File: src/rtl/bnn_l2_cxu.sv
// bnn_l2_cxu: binary-neural-net XNOR-popcount CXU with a CXU-L2 stream port.
// Optional feature macro: BNN_L2_CXU_POPCNT_FUNC_EN (adds func 1 = POPCNT).
//
// Ports (top bnn_l2_cxu):
//   clk, rst            clock, asynchronous active-low reset
//   req_valid/ready     request handshake
//   req_id/func         request tag and function id
//   req_data0/1         operand vectors a and b
//   resp_valid/ready    response handshake
//   resp_id             echoed request tag
//   resp_status         0 = OK, 1 = ERROR (unsupported function)
//   resp_data           XNOR popcount result
//
// Sub-modules in this file:
//   bnn_cxu    combinational L0 core (func, a, b) -> (status, data)
//   cvt01_cxu  L0 -> L1 adapter: valid/ready wrapped around the core
//   cvt12_cxu  L1 -> L2 adapter: CXU_LATENCY-stage pipe with global stall

module bnn_cxu #(
    parameter int CXU_DATA_W    = 32,
    parameter int CXU_FUNC_ID_W = 10
) (
    input  logic [CXU_FUNC_ID_W-1:0] func,
    input  logic [CXU_DATA_W-1:0]    data0,
    input  logic [CXU_DATA_W-1:0]    data1,
    output logic [1:0]               status,
    output logic [CXU_DATA_W-1:0]    data
);

    localparam logic [CXU_FUNC_ID_W-1:0] FUNC_DOT = '0;
`ifdef BNN_L2_CXU_POPCNT_FUNC_EN
    localparam logic [CXU_FUNC_ID_W-1:0] FUNC_POPCNT = CXU_FUNC_ID_W'(1);
`endif

    localparam logic [1:0] ST_OK  = 2'd0;
    localparam logic [1:0] ST_ERR = 2'd1;

    function automatic logic [CXU_DATA_W-1:0] popcnt(
        input logic [CXU_DATA_W-1:0] v
    );
        logic [CXU_DATA_W-1:0] cnt;
        cnt = '0;
        for (int i = 0; i < CXU_DATA_W; i++) begin
            cnt = cnt + {{(CXU_DATA_W-1){1'b0}}, v[i]};
        end
        return cnt;
    endfunction

    always_comb begin
        status = ST_OK;
        data   = '0;
        if (func == FUNC_DOT) begin
            // XNOR marks agreeing bit positions, i.e. +1 products
            data = popcnt(~(data0 ^ data1));
        end
`ifdef BNN_L2_CXU_POPCNT_FUNC_EN
        else if (func == FUNC_POPCNT) begin
            data = popcnt(data0);
        end
`endif
        else begin
            status = ST_ERR;
        end
    end

endmodule

module cvt01_cxu #(
    parameter int CXU_DATA_W    = 32,
    parameter int CXU_FUNC_ID_W = 10
) (
    // L1 side
    input  logic                     req_valid,
    output logic                     req_ready,
    input  logic [CXU_FUNC_ID_W-1:0] req_func,
    input  logic [CXU_DATA_W-1:0]    req_data0,
    input  logic [CXU_DATA_W-1:0]    req_data1,
    output logic                     resp_valid,
    input  logic                     resp_ready,
    output logic [1:0]               resp_status,
    output logic [CXU_DATA_W-1:0]    resp_data,
    // L0 side
    output logic [CXU_FUNC_ID_W-1:0] l0_func,
    output logic [CXU_DATA_W-1:0]    l0_data0,
    output logic [CXU_DATA_W-1:0]    l0_data1,
    input  logic [1:0]               l0_status,
    input  logic [CXU_DATA_W-1:0]    l0_data
);

    // The core answers in the same cycle, so the handshake is pass-through.
    assign req_ready   = resp_ready;
    assign resp_valid  = req_valid;
    assign l0_func     = req_func;
    assign l0_data0    = req_data0;
    assign l0_data1    = req_data1;
    assign resp_status = l0_status;
    assign resp_data   = l0_data;

endmodule

module cvt12_cxu #(
    parameter int CXU_DATA_W    = 32,
    parameter int CXU_FUNC_ID_W = 10,
    parameter int CXU_REQ_ID_W  = 6,
    parameter int CXU_LATENCY   = 0
) (
    input  logic                     clk,
    input  logic                     rst,
    // L2 side
    input  logic                     req_valid,
    output logic                     req_ready,
    input  logic [CXU_REQ_ID_W-1:0]  req_id,
    input  logic [CXU_FUNC_ID_W-1:0] req_func,
    input  logic [CXU_DATA_W-1:0]    req_data0,
    input  logic [CXU_DATA_W-1:0]    req_data1,
    output logic                     resp_valid,
    input  logic                     resp_ready,
    output logic [CXU_REQ_ID_W-1:0]  resp_id,
    output logic [1:0]               resp_status,
    output logic [CXU_DATA_W-1:0]    resp_data,
    // L1 side
    output logic                     l1_req_valid,
    input  logic                     l1_req_ready,
    output logic [CXU_FUNC_ID_W-1:0] l1_req_func,
    output logic [CXU_DATA_W-1:0]    l1_req_data0,
    output logic [CXU_DATA_W-1:0]    l1_req_data1,
    input  logic                     l1_resp_valid,
    output logic                     l1_resp_ready,
    input  logic [1:0]               l1_resp_status,
    input  logic [CXU_DATA_W-1:0]    l1_resp_data
);

    assign l1_req_valid = req_valid;
    assign l1_req_func  = req_func;
    assign l1_req_data0 = req_data0;
    assign l1_req_data1 = req_data1;
    assign req_ready    = l1_req_ready;

    generate
        if (CXU_LATENCY == 0) begin : g_comb
            // No registers: clock and reset are intentionally idle here.
            logic unused;
            assign unused = clk ^ rst;

            assign l1_resp_ready = resp_ready;
            assign resp_valid    = l1_resp_valid;
            assign resp_id       = req_id;
            assign resp_status   = l1_resp_status;
            assign resp_data     = l1_resp_data;
        end else begin : g_pipe
            localparam int N = CXU_LATENCY;

            logic [N-1:0]            vld_q, vld_d;
            logic [CXU_REQ_ID_W-1:0] id_q  [N];
            logic [CXU_REQ_ID_W-1:0] id_d  [N];
            logic [1:0]              st_q  [N];
            logic [1:0]              st_d  [N];
            logic [CXU_DATA_W-1:0]   dat_q [N];
            logic [CXU_DATA_W-1:0]   dat_d [N];
            logic                    stall;

            // A full last stage that cannot drain freezes the whole pipe;
            // otherwise every stage shifts, so drain and accept overlap.
            assign stall         = vld_q[N-1] && !resp_ready;
            assign l1_resp_ready = !stall;

            always_comb begin
                vld_d = vld_q;
                id_d  = id_q;
                st_d  = st_q;
                dat_d = dat_q;
                if (!stall) begin
                    vld_d[0] = l1_resp_valid;
                    id_d[0]  = req_id;
                    st_d[0]  = l1_resp_status;
                    dat_d[0] = l1_resp_data;
                    for (int i = 1; i < N; i++) begin
                        vld_d[i] = vld_q[i-1];
                        id_d[i]  = id_q[i-1];
                        st_d[i]  = st_q[i-1];
                        dat_d[i] = dat_q[i-1];
                    end
                end
            end

            always_ff @(posedge clk or negedge rst) begin
                if (!rst) begin
                    vld_q <= '0;
                    for (int i = 0; i < N; i++) begin
                        id_q[i]  <= '0;
                        st_q[i]  <= '0;
                        dat_q[i] <= '0;
                    end
                end else begin
                    vld_q <= vld_d;
                    id_q  <= id_d;
                    st_q  <= st_d;
                    dat_q <= dat_d;
                end
            end

            assign resp_valid  = vld_q[N-1];
            assign resp_id     = id_q[N-1];
            assign resp_status = st_q[N-1];
            assign resp_data   = dat_q[N-1];
        end
    endgenerate

endmodule

module bnn_l2_cxu #(
    parameter int CXU_DATA_W    = 32,
    parameter int CXU_FUNC_ID_W = 10,
    parameter int CXU_REQ_ID_W  = 6,
    parameter int CXU_LATENCY   = 0
) (
    input  logic                     clk,
    input  logic                     rst,
    input  logic                     req_valid,
    output logic                     req_ready,
    input  logic [CXU_REQ_ID_W-1:0]  req_id,
    input  logic [CXU_FUNC_ID_W-1:0] req_func,
    input  logic [CXU_DATA_W-1:0]    req_data0,
    input  logic [CXU_DATA_W-1:0]    req_data1,
    output logic                     resp_valid,
    input  logic                     resp_ready,
    output logic [CXU_REQ_ID_W-1:0]  resp_id,
    output logic [1:0]               resp_status,
    output logic [CXU_DATA_W-1:0]    resp_data
);

    logic                     l1_req_valid;
    logic                     l1_req_ready;
    logic [CXU_FUNC_ID_W-1:0] l1_req_func;
    logic [CXU_DATA_W-1:0]    l1_req_data0;
    logic [CXU_DATA_W-1:0]    l1_req_data1;
    logic                     l1_resp_valid;
    logic                     l1_resp_ready;
    logic [1:0]               l1_resp_status;
    logic [CXU_DATA_W-1:0]    l1_resp_data;

    logic [CXU_FUNC_ID_W-1:0] l0_func;
    logic [CXU_DATA_W-1:0]    l0_data0;
    logic [CXU_DATA_W-1:0]    l0_data1;
    logic [1:0]               l0_status;
    logic [CXU_DATA_W-1:0]    l0_data;

    cvt12_cxu #(
        .CXU_DATA_W    (CXU_DATA_W),
        .CXU_FUNC_ID_W (CXU_FUNC_ID_W),
        .CXU_REQ_ID_W  (CXU_REQ_ID_W),
        .CXU_LATENCY   (CXU_LATENCY)
    ) u_cvt12 (
        .clk            (clk),
        .rst            (rst),
        .req_valid      (req_valid),
        .req_ready      (req_ready),
        .req_id         (req_id),
        .req_func       (req_func),
        .req_data0      (req_data0),
        .req_data1      (req_data1),
        .resp_valid     (resp_valid),
        .resp_ready     (resp_ready),
        .resp_id        (resp_id),
        .resp_status    (resp_status),
        .resp_data      (resp_data),
        .l1_req_valid   (l1_req_valid),
        .l1_req_ready   (l1_req_ready),
        .l1_req_func    (l1_req_func),
        .l1_req_data0   (l1_req_data0),
        .l1_req_data1   (l1_req_data1),
        .l1_resp_valid  (l1_resp_valid),
        .l1_resp_ready  (l1_resp_ready),
        .l1_resp_status (l1_resp_status),
        .l1_resp_data   (l1_resp_data)
    );

    cvt01_cxu #(
        .CXU_DATA_W    (CXU_DATA_W),
        .CXU_FUNC_ID_W (CXU_FUNC_ID_W)
    ) u_cvt01 (
        .req_valid   (l1_req_valid),
        .req_ready   (l1_req_ready),
        .req_func    (l1_req_func),
        .req_data0   (l1_req_data0),
        .req_data1   (l1_req_data1),
        .resp_valid  (l1_resp_valid),
        .resp_ready  (l1_resp_ready),
        .resp_status (l1_resp_status),
        .resp_data   (l1_resp_data),
        .l0_func     (l0_func),
        .l0_data0    (l0_data0),
        .l0_data1    (l0_data1),
        .l0_status   (l0_status),
        .l0_data     (l0_data)
    );

    bnn_cxu #(
        .CXU_DATA_W    (CXU_DATA_W),
        .CXU_FUNC_ID_W (CXU_FUNC_ID_W)
    ) u_core (
        .func   (l0_func),
        .data0  (l0_data0),
        .data1  (l0_data1),
        .status (l0_status),
        .data   (l0_data)
    );

endmodule

File: config.mk
export PLATFORM = sky130hd
export DESIGN_NAME = bnn_l2_cxu
export DESIGN_NICKNAME = d
export VERILOG_FILES = /design/src/rtl/bnn_l2_cxu.sv
export SDC_FILE = /design/constraint.sdc
export NUM_CORES = 1
export LEC_CHECK = 0
export CORE_MARGIN = 8
export CORE_UTILIZATION = 30
export DETAILED_ROUTE_END_ITERATION = 7
export PLACE_DENSITY = 0.86
export REMOVE_ABC_BUFFERS = 1
export SYNTH_ARGS = -nofsm -noshare
export SYNTH_HDL_FRONTEND = slang
export SYNTH_SLANG_ARGS = --single-unit
export TNS_END_PERCENT = 50
File: constraint.sdc
create_clock -name vclk -period 8.2
set_input_delay 1.64 -clock vclk [all_inputs]
set_output_delay 1.64 -clock vclk [all_outputs]
set_load 0.02 [all_outputs]
==> summary.md <==
| Metric | Value |
|---|---|
| Critical path type | input pin to output pin |
| FF+latch count | 0 |
| Mapped Cells | 154 |
| Final wirelength | 3.491 mm |
| Final nets | 349 |
| Initial antenna violation count | 0 |
| Area leader, netlist | fa_1 |
| NetSw | 0.0006011 W |
| Largest net degree at the start of global routing | 8 |
| DR WL/cell | 12.34 um |
| Library cells used by synthesis | 15 |
| Sw frac | 48.73% |
| Final worst path period need | 8.030 ns |
| Std cell rows | 24 |
| Hold Crit Class | input pin to output pin |
| Sequential share of the synthesized area | 0% |
| Via/cell ratio | 3.933 |
| Core area | 0.004414 mm^2 |
| Final Instance Area | 0.002250 mm^2 |
| Port Buf Inserts | 81 |
| GRT Resource Usage Total | 8.683% |
| Max-cap violations | 0 |
| Final period util | 97.93% |
| Yosys warning count | 0 |
| Worst Path Max Fanout | 2 |
| CP delay by family, top | adder cells |
| Power Dens Cells | 548.3 mW/mm^2 |
| Crit path required time | 6.56 ns |
| Syn-to-layout area delta | 62.42% |
| Final setup fails | 0 |
| Most common cell in the netlist | buf_4 |
| Max Freq | 0.1245 GHz |
| Avg Cell Area, Syn | 8.994 um^2 |
| Buf+Inv Stages, Crit Path | 5 |
| Critical path, cell by cell | clkdlybuf4s15_1, xnor2_1, ha_1, inv_1, fa_1, fa_1, fa_1, fa_1, fa_1, inv_1, fa_1, fa_2, inv_2, fa_2, nand2b_4, a21oi_4, xnor2_1, nor2_1, buf_4 |
| Post-route DRC | 0 |
| Initial DRC count | 16 |
| Cell Int Power | 0.0006325 W |
| Clock buffer cells | 0 |
| Status | finished clean |
| Diode count | 0 |
| Die width | 83.95 um |
| Synth area leaders | fa_1 35%, buf_4 19%, xnor2_1 11% |
| # hold bufs at CTS | 0 |
| Clock Power Share | 0% |
| DR vias | 1113 |
| First-pass GRT wire length | 5.395 mm |
| Vias in the first global route | 1252 |
| Combinational share of power | 100.0% |
| Synth top cells by count | 35 x buf_4, 33 x inv_1, 24 x fa_1 |
| Crit path max-delay cell type | fa_1 |
| Leak pwr | 1.215 nW |
| Share of cells above drive strength 1 | 15.15% |
| Setup tns final | 0 ns |
| CP max stage delay | 0.51 ns |
| Final core utilization | 50.96% |
| CP endpoint kind | output pin |
| Final Hold Vio Count | 0 |
| Filler Cell Count | 412 |
| Detailed placer's ending HPWL | 3.241 mm |
| Yosys top cell area share | 34.69% |
| DR pass1 iterations | 2 |
| Die area | 0.007047 mm^2 |
| Seq pwr share | 0% |
| Placed instance count | 282 |
| Routability cong. | 0.6542 |
| Min Hold Slack | 3.280 ns |
| Worst path most repeated cell | fa_1 |
| FF+latch area | 0 um^2 |
| I/O pins | 126 |
| Worst EP arrival | 6.39 ns |
| Mapped Area | 0.001385 mm^2 |
| Die Y | 83.95 um |
| Final ANT Viol Nets | 0 |
| Gr ovfl total | 0 |
| Initial core utilization | 31.38% |
| Peak supply drop | 0.4229 mV |
| Placement-stage cell area | 0.002126 mm^2 |
| Worst Setup Start Kind | input pin |
| Final Non-Filler Cells | 283 |
| Pins Over Slew Limit | 0 |
## layout by cell type, fill, tap and decap left out, drive strengths merged
master         Yosys  routed
nor4               2       2
nand2              1       1
nand2b             1       1
nand3              2       2
ha                 8       8
a21oi              3       3
dlymetal6s2s       0      21
buf               35       9
nor3b              1       1
xnor2             18      18
conb               1      27
clkdlybuf4s50      0      43
nor2               8       8
inv               33      33
fa                24      24
dlygate4sd2        0       4
xor2              17      17
clkbuf             0       4
clkdlybuf4s15      0       5
## through the flow
step                      total power [W]  setup slack (ns)
after global placement           0.001040           -0.9284
after detailed placement         0.001071           -0.9785
after CTS                        0.001207           -0.1048
after floorplan                 0.0007764           0.06366
final                            0.001234            0.1697
after global routing             0.001418         -0.003244
## per-layer routing
| metal | vias to the layer above | wire length [um] | GRT usage, % |
|---|---|---|---|
| met5 | - | 0 | 0 |
| met4 | 0 | 0 | 0 |
| met3 | 0 | 321 | 3.418 |
| met2 | 68 | 2047 | 17.26 |
| met1 | 511 | 1122 | 8.594 |
| li1 | 534 | - | - |
## layout make-up
cell class         instances  area, um^2  share of cell area, %
multi-input cells        112        1190                  52.89
repair buffers            86       870.8                  38.71
inverters                 33       123.9                  5.506
well taps                 52       65.06                  2.892
## power by group through the flow
stage	Sequential, W	Clock, W	Combinational (W)
2_1_floorplan	0	0	0.000776
3_3_place_gp	0	0	0.00104
3_5_place_dp	0	0	0.00107
4_1_cts	0	0	0.00121
5_1_grt	0	0	0.00142
6_report	0	0	0.00123
## cells by family (layout without fill, tap and decap cells)
| group | Yosys count | after routing | share of synthesized area (%) |
|---|---|---|---|
| xor gates and xnor gates | 35 | 35 | 22.13 |
| and+or+nand+nor | 15 | 15 | 6.684 |
| AOI/OAI and AO/OA | 3 | 3 | 1.084 |
| other | 1 | 27 | 0.2707 |
| adders and majority gates | 32 | 32 | 41.92 |
| buffers and inverters | 68 | 119 | 27.91 |
## worst paths after layout
check	start	to	slack, ns	depth (start not counted)
setup / recovery	req_data0[1]	resp_data[4]	0.17	19
hold / removal	req_id[0]	resp_id[0]	3.28	0
## timing repair
item | CTS | global route
setup endpoints to repair | 6 | 5
gates cloned | 0 | 0
pin swaps | 22 | 5
setup buffers | 1 | 0
hold endpoints to repair | 0 | 0
gates resized for setup | 43 | 44
(Power assumes the default switching activity.)
